### src/rtl/tiny_nn_host_driver.sv
// tiny_nn_host_driver: streams command, parameter and value words to the tiny_nn core
// and reassembles 16-bit accumulate results from the core's 8-bit result bytes.
module tiny_nn_host_driver #(
    parameter int CountWidth = 12,
    parameter int NumParams = 8,
    parameter int ValFifoDepth = 16,
    parameter int ResultDrop = 1,
    parameter logic [15-CountWidth:0] CmdOpConvolve = 4'h1
) (
    input  logic                          clk_i,
    input  logic                          rst_ni,
    input  logic                          param_wr_i,
    input  logic [$clog2(NumParams)-1:0]  param_idx_i,
    input  logic [15:0]                   param_i,
    input  logic                          val_valid_i,
    input  logic [15:0]                   val_i,
    output logic                          val_ready_o,
    input  logic                          start_i,
    input  logic [CountWidth-1:0]         count_i,
    output logic                          busy_o,
    output logic                          done_o,
    output logic                          underrun_o,
    output logic                          res_valid_o,
    output logic [15:0]                   res_o,
    output logic [15:0]                   nn_data_o,
    input  logic [7:0]                    nn_data_i
);
    localparam int PW = $clog2(NumParams);
    localparam int FW = $clog2(ValFifoDepth);
    localparam logic [15:0] IDLE_WORD = {~CmdOpConvolve, {CountWidth{1'b0}}};
    localparam logic [1:0] ST_IDLE = 2'd0;
    localparam logic [1:0] ST_CMD = 2'd1;
    localparam logic [1:0] ST_PARAM = 2'd2;
    localparam logic [1:0] ST_EXEC = 2'd3;

    logic [1:0] state;
    logic [CountWidth-1:0] cnt;
    logic [PW-1:0] k, k_nxt;
    logic [CountWidth:0] pair;
    logic phase;
    logic [7:0] hi;
    logic [15:0] bank [NumParams];
    logic [15:0] fifo [ValFifoDepth];
    logic [FW-1:0] rd_ptr, wr_ptr;
    logic [FW:0] level;
    logic last_param, last_exec, pop, pop_ok, push_ok, empty, full, keep_res;
    logic [15:0] pop_word;

    // pops happen on the edge that enters each exec cycle, so the word is on the pins for that cycle
    assign k_nxt = k + 1'b1;
    assign last_param = state == ST_PARAM && k == PW'(NumParams - 1);
    assign last_exec = state == ST_EXEC && phase && pair == {1'b0, cnt};
    assign pop = last_param || (state == ST_EXEC && !last_exec);
    assign empty = level == '0;
    assign full = level == (FW+1)'(ValFifoDepth);
    assign pop_ok = pop && !empty;
    assign push_ok = val_valid_i && (!full || pop_ok);
    assign val_ready_o = !full;
    assign pop_word = empty ? 16'h0000 : fifo[rd_ptr];
    assign keep_res = phase && pair >= (CountWidth+1)'(ResultDrop);

    always_ff @(posedge clk_i or negedge rst_ni) begin
        if (!rst_ni) begin
            state <= ST_IDLE;
            cnt <= '0;
            k <= '0;
            pair <= '0;
            phase <= 1'b0;
            hi <= '0;
            busy_o <= 1'b0;
            done_o <= 1'b0;
            underrun_o <= 1'b0;
            res_valid_o <= 1'b0;
            res_o <= '0;
            nn_data_o <= IDLE_WORD;
            for (int i = 0; i < NumParams; i++) bank[i] <= '0;
        end else begin
            done_o <= 1'b0;
            res_valid_o <= 1'b0;
            if (pop && empty) underrun_o <= 1'b1;
            case (state)
                ST_IDLE: begin
                    if (param_wr_i) bank[param_idx_i] <= param_i;
                    if (start_i) begin
                        state <= ST_CMD;
                        cnt <= count_i;
                        underrun_o <= 1'b0;
                        busy_o <= 1'b1;
                        nn_data_o <= {CmdOpConvolve, count_i};
                    end
                end
                ST_CMD: begin
                    state <= ST_PARAM;
                    k <= '0;
                    nn_data_o <= bank[0];
                end
                ST_PARAM: begin
                    k <= k_nxt;
                    nn_data_o <= last_param ? pop_word : bank[k_nxt];
                    if (last_param) begin
                        state <= ST_EXEC;
                        pair <= '0;
                        phase <= 1'b0;
                    end
                end
                default: begin
                    phase <= ~phase;
                    if (!phase) hi <= nn_data_i;
                    else pair <= pair + 1'b1;
                    if (keep_res) begin
                        res_valid_o <= 1'b1;
                        res_o <= {hi, nn_data_i};
                    end
                    if (last_exec) begin
                        state <= ST_IDLE;
                        busy_o <= 1'b0;
                        done_o <= 1'b1;
                        nn_data_o <= IDLE_WORD;
                    end else begin
                        nn_data_o <= pop_word;
                    end
                end
            endcase
        end
    end

    always_ff @(posedge clk_i or negedge rst_ni) begin
        if (!rst_ni) begin
            rd_ptr <= '0;
            wr_ptr <= '0;
            level <= '0;
        end else begin
            rd_ptr <= rd_ptr + FW'(pop_ok);
            wr_ptr <= wr_ptr + FW'(push_ok);
            level <= level + (FW+1)'(push_ok) - (FW+1)'(pop_ok);
        end
    end

    always_ff @(posedge clk_i) begin
        if (push_ok) fifo[wr_ptr] <= val_i;
    end
endmodule

### config.mk
export PLATFORM = sky130hd
export DESIGN_NAME = tiny_nn_host_driver
export DESIGN_NICKNAME = d
export VERILOG_FILES = /design/src/rtl/tiny_nn_host_driver.sv
export SDC_FILE = /design/constraint.sdc
export NUM_CORES = 1
export LEC_CHECK = 0
export ABC_AREA = 1
export CELL_PAD_IN_SITES_DETAIL_PLACEMENT = 1
export CELL_PAD_IN_SITES_GLOBAL_PLACEMENT = 2
export CORE_AREA = 2 2 208 251
export DETAILED_ROUTE_END_ITERATION = 6
export DIE_AREA = 0 0 210 253
export GPL_ROUTABILITY_DRIVEN = 0
export PLACE_DENSITY = 0.81
export SLEW_MARGIN = 10
export SYNTH_ARGS = -nofsm -noshare
export SYNTH_HDL_FRONTEND = slang
export SYNTH_SLANG_ARGS = --single-unit
### constraint.sdc
create_clock -name clk_i -period 4.77 [get_ports clk_i]
set_input_delay 0.477 -clock clk_i [delete_from_list [all_inputs] [get_ports clk_i]]
set_output_delay 0.477 -clock clk_i [all_outputs]
set_load 0.01 [all_outputs]
# --- Yosys cells after proc, flatten, opt, wreduce, memory -nomap -nowiden ---
# Memory sizes are Yosys's and may differ from the RTL's.
# Index checks and enable logic that the tools add are counted.
totals:
  memories: 1
  elab_cells: 112
  output_inout_bits: 37
  mem_bits_rw: 256
  reg_bits: 216
  in_bits: 60
mem_list:
  columns: ["name", "words", "width", "rd", "rd_ports_with_merged_regs", "write_ports", "line_no", "rtl"]
  rows:
  - ["fifo", 16, 16, 1, 0, 1, "43", "logic [15:0] fifo [ValFifoDepth];"]
op_classes:
  n_bitwise: 6
  addsub: 6
  mux: 33
  reduce_logical: 31
  n_lt_le_gt_ge: 4
  n_eq_ne: 8
ops:
  columns: ["op", "count"]
  rows:
  - ["bitwise mux 128 bit", 1]
  - ["two-way mux 16 bit", 7]
  - ["binary-select mux 16 bit (select 3 bit)", 1]
  - ["demux 16 bit (select 3 bit)", 1]
  - ["one-hot mux 16 bit (3 select lines)", 1]
  - ["two-way mux 13 bit", 2]
  - ["one-hot mux 13 bit (2 select lines)", 1]
  - ["adder 13 x 1 -> 13 bit (second input constant)", 1]
  - ["== test 13 x 12 -> 1 bit", 1]
  - [">= comparator 13 x 1 -> 1 bit (second input constant)", 1]
  - ["two-way mux 1 bit", 12]
  - ["AND reduction 2 bit", 5]
  - ["logical AND 1 bit", 9]
  - ["AND reduction 3 bit", 3]
  - ["adder 4 x 1 -> 4 bit", 2]
  - [">= comparator 4 bit (second input constant)", 2]
  - ["NOT 3 -> 4 bit", 2]
  - ["two-way mux 2 bit", 3]
  - ["one-hot mux 2 bit (3 select lines)", 1]
  - ["one-hot mux 3 bit (2 select lines)", 1]
  - ["nonzero test 2 bit", 3]
  - ["adder 5 x 1 -> 5 bit", 1]
  - ["== test 5 bit (second input constant)", 1]
  - ["zero test 5 bit", 1]
  - ["15 further kinds", 25]

# --- Depth between registers and ports, before layout ---
logic_depth:
  depth_word: 11
  mapped_depth: 19
  depth_no_buf: 18

# --- Worst setup path after synthesis ---
# OpenSTA, ideal clock, no wires.
synth_timing:
  kind: "register to register"
  start: "reg state[0]"
  end: "reg level[4]"
  arrival_ns: 2.770
  setup_ns: 0.128
  path_stages_with_launch: 19
  synth_period_minus_slack_ns: 2.898
  path_slack_ns: 1.872
  path_buffers: 1
  required_time_ns: 4.642
  path_cell_list: "dfrtp_1 > ha_1 > nand3_1 > nor2_1 > nand2_1 > nor2_1 > nand2_2 > nand2_2 > nand2_2 > o21ai_4 > buf_6 > ha_1 > inv_1 > ha_1 > inv_1 > fa_1 > o21ai_0 > a21oi_1 > xor2_1"
synth_via:
  elab_chain_cells: 11
  elab_cells_between_ends: 13
  cone_classes: "add/sub: 2; eq/ne: 2; reduce/logical: 9"
synth_rtl:
  columns: ["element", "line_no", "rtl"]
  rows:
  - ["start, declared", "36", "logic [1:0] state;"]
  - ["start signal, assigned", "64", "state <= ST_IDLE;"]
  - ["start signal, assigned", "85", "state <= ST_CMD;"]
  - ["start signal, assigned", "93", "state <= ST_PARAM;"]
  - ["== test 2 bit", "52, 53", null]
  - ["logical AND 1 bit (2 in a row)", "52", "assign last_exec = state == ST_EXEC && phase && pair == {1'b0, cnt};"]
  - ["zero test 1 bit", "53", "assign pop = last_param || (state == ST_EXEC && !last_exec);"]
  - ["logical AND 1 bit", "53", null]
  - ["logical OR 1 bit *", "53", null]
  - ["logical AND 1 bit *", "56", "assign pop_ok = pop && !empty;"]
  - ["logical OR 1 bit", "57", "assign push_ok = val_valid_i && (!full || pop_ok);"]
  - ["logical AND 1 bit", "57", null]
  - ["adder 5 x 1 -> 5 bit", "135", "level <= level + (FW+1)'(push_ok) - (FW+1)'(pop_ok);"]
  - ["subtractor 5 x 1 -> 5 bit *", "135", null]
  - ["end signal, assigned", "135", null]
  - ["end, declared", "45", "logic [FW:0] level;"]
# Every way passes the cells marked *; elsewhere a longest branch is shown, timed or not.
# A chain may end at the register's enable or synchronous reset.

# --- Final worst setup path ---
# Ends and elaborated chain as after synthesis.

==> results_dict.tcl <==
set metrics [dict create \
    number_of_global_route_vias_before_repair 16440 \
    htreeDepth 2 \
    slowest_stage "sky130_fd_sc_hd__o21ai_4" \
    initial_utilization 0.4062 \
    max_freq_mhz 286.7 \
    hold-worst-slack_ns 0.4729 \
    grt_max_degree 118 \
    row_count 91 \
    ctsLongestPathBuffers 3 \
    post_synth_most_frequent_cells "sky130_fd_sc_hd__nand2_1 (912), sky130_fd_sc_hd__edfxtp_1 (256), sky130_fd_sc_hd__dfrtp_1 (213), sky130_fd_sc_hd__o21ai_0 (194), sky130_fd_sc_hd__nand3_1 (190)" \
    fraction_of_final_layout_cells_sized_beyond_drive_strength_1 0.06516 \
    cts_inserted_buffers 49 \
    tritoncts_num_sinks 472 \
    fin_util 0.4707 \
    synth_cells 2227 \
    worst_skew_pair.late_latency_ns 0.62 \
    detail_route.iter0.violations 772 \
    finalWirelength_um 63300 \
    fin_crit_ns 3.488 \
    timing.clock.skew_ns 0.03098 \
    seq_area_frac_synth 0.6336 \
    finalSetupTns_ns 0 \
    crit_path_max_fanout 18 \
    post_synth.cell_area_avg_um2 9.282 \
    finalNetCount 2390 \
    synth.ff_latch_count 472 \
    worst_slew_pin_slew_ns 0.9877 \
    avgRoutedWirePerCell_um 21.11 \
    ant_nets 0 \
    final-hold-violation-count 0 \
    area.growth.synth_to_final_pct 15.89 \
    timing.final.max_slew_violations 0 \
    groute.usage.overall 0.2419 \
    finalSetupViolations 0 \
    grt_first_pass_wirelength_um 97080 \
    postSynthNetCount 2307 \
    synth.distinct_cells 31 \
    clockRootBuffer "sky130_fd_sc_hd__clkbuf_16" \
    grt_residual_overflow 0 \
    fp.coreArea_um2 50900 \
    synth_ff_type "sky130_fd_sc_hd__edfxtp_1" \
    yosys_warnings 0 \
    yosys-top-cells-area "sky130_fd_sc_hd__edfxtp_1 (37%), sky130_fd_sc_hd__dfrtp_1 (26%), sky130_fd_sc_hd__nand2_1 (17%)" \
    library_cell_with_the_highest_instance_count_after_synthesis "sky130_fd_sc_hd__nand2_1" \
    worstPathCellList "ha_1 -> nand3_1 -> nor2_1 -> nand2_1 -> nor2_1 -> nand2_2 -> nand2_2 -> nand2_2 -> o21ai_4 -> ha_1 -> inv_1 -> ha_1 -> inv_1 -> fa_1 -> o21ai_0 -> a21oi_1 -> xor2_1" \
    placedInstanceArea_um2 22410 \
    num_io_pins 97 \
    timing.hold.worst.class "reg2reg" \
    die-width_um 210 \
    via_count 15680 \
    power.leakage_nw 10.32 \
    layout.cells.non_filler 2999 \
    ir_drop_v 0.0003028 \
    placed_cells 2909 \
    place.port_buffers 96 \
    setup.worst_path.end_class "flop" \
    die_h_um 253 \
    final_design_area_no_fill_um2 23960 \
    max-cap-violations 0 \
    postCtsResizedCells 0 \
    worst-endpoint-required_ns 5.24 \
    p_per_area_nw_per_um2 636.7 \
    critical_path.n_buffers_inverters 2 \
    ys_async_sr_fraction 0.4576 \
    cp_slowest_stage_delay_ns 0.54 \
    area_share_of_the_largest_cell_type_after_synthesis 0.3719 \
    detail_route.drc_violations 0 \
    synth-edff-count 256 \
    post_synth_instance_area_um2 20670 \
    via_per_instance_ratio 5.229 \
    cts_tree "built" \
    grt_setup_unrepaired "no" \
    worst_ep_arrival_ns 3.95 \
    critPathLaunchType "flop" \
    die_area_um2 53130 \
    postCtsSetupRepairBufs 0 \
    dr.pass1.iters 5 \
    timing.critical_path.max_delay_family "adder cells" \
    clk_transition_reported_paths_ns 0.06 \
    diode_insertion_count_for_antenna_repair 0 \
    dp_hpwl_um 39310 \
    antenna_found_initial 1 \
    relSlewSlack 0.3416 \
    yosys.area.top_type "sky130_fd_sc_hd__edfxtp_1" \
    outcome "finished, final reports clean" \
    holdBufCountCts 1 \
    crit_path_category "reg2reg" \
    finalCritPeriodShare 0.7312 \
]
## worst register-to-register path, cell delays in order, from the launching register on
cell,delay (ns)
sky130_fd_sc_hd__dfrtp_1,0.42
sky130_fd_sc_hd__ha_1,0.22
sky130_fd_sc_hd__nand3_1,0.09
sky130_fd_sc_hd__nor2_1,0.10
sky130_fd_sc_hd__nand2_1,0.06
sky130_fd_sc_hd__nor2_1,0.16
sky130_fd_sc_hd__nand2_2,0.11
sky130_fd_sc_hd__nand2_2,0.09
sky130_fd_sc_hd__nand2_2,0.08
sky130_fd_sc_hd__o21ai_4,0.54
sky130_fd_sc_hd__ha_1,0.35
sky130_fd_sc_hd__inv_1,0.06
sky130_fd_sc_hd__ha_1,0.16
sky130_fd_sc_hd__inv_1,0.06
sky130_fd_sc_hd__fa_1,0.42
sky130_fd_sc_hd__o21ai_0,0.19
sky130_fd_sc_hd__a21oi_1,0.11
sky130_fd_sc_hd__xor2_1,0.15
## layout make-up
| type | instances | area [um2] |
|---|---|---|
| tap | 651 | 814.5 |
| timing repair buffer | 142 | 1339 |
| multi-input combinational | 1512 | 6661 |
| clock buffer | 77 | 1433 |
| clock inverter | 12 | 107.6 |
| sequential | 472 | 13100 |
| inverter | 133 | 500.5 |
| fill | 5763 | 26940 |
## sequential cells by signal, indices dropped and copies added (netlist names), 3 cells and up
signal     flops
res_o         16
fifo         256
k              3
rd_ptr         4
nn_data_o     16
cnt           12
level          5
bank         128
hi             8
wr_ptr         4
pair          13
## per-layer routing
metal,vias up,wire length (um),GRT usage
li1,7472,-,-
met1,7831,26600,0.2947
met2,263,32390,0.4370
met3,113,2179,0.03324
met4,2,2120,0.08794
met5,-,9,0
## cells by family after synthesis
logic type,after synthesis,synth area share
adder cells (fa/ha/maj),20,0.01247
XOR/XNOR,12,0.005084
AND/OR/NAND/NOR,1220,0.2382
buffers and inverters,243,0.04624
AO/OA/AOI/OAI,260,0.06446
flip-flops,472,0.6336
## where the power goes
group / switching, mW / leakage, nW / internal (mW)
Combinational: 3.66 / 4.54 / 1.81
Clock: 1.62 / 0.755 / 2.12
Sequential: 0.709 / 5.03 / 5.34
## per-stage QoR
stage / power, mW / worst slack [ns]
after detailed placement: 11.63 / 1.285
after CTS: 15.44 / 1.277
after global routing: 16.33 / 0.9557
after floorplan: 9.391 / 1.872
after global placement: 11.43 / 1.386
final: 15.25 / 1.282
## path summary, 6_finish.rpt
| path | start | to | slack (ns) | cells after the start |
|---|---|---|---|---|
| max in group asynchronous | rst_ni | k[0] | 3.08 | 3 |
| max reg2reg | state[0] | level[4] | 1.28 | 17 |
| min in group asynchronous | rst_ni | res_o[0] | 0.55 | 2 |
| min reg2reg | hi[3] | res_o[11] | 0.47 | 2 |
| max | state[0] | level[4] | 1.28 | 17 |
| min | hi[3] | res_o[11] | 0.47 | 2 |
## cells in the final DEF (no fill, tap or decap), drive strengths merged
cell type,n
nand2,916
ha,19
nor2,82
fa,1
clkdlybuf4s50,95
o21ai,195
inv,128
a21oi,56
dfrtp,213
xor2,8
dlygate4sd3,1
o22ai,1
nand4,19
bufinv,1
nor4,3
clkbuf,77
o211ai,6
buf,46
dfstp,3
xnor2,4
edfxtp,256
a31oi,1
nand3,191
clkinv,16
nor3,9
o31ai,1
Power figures use the tool's default switching activity.
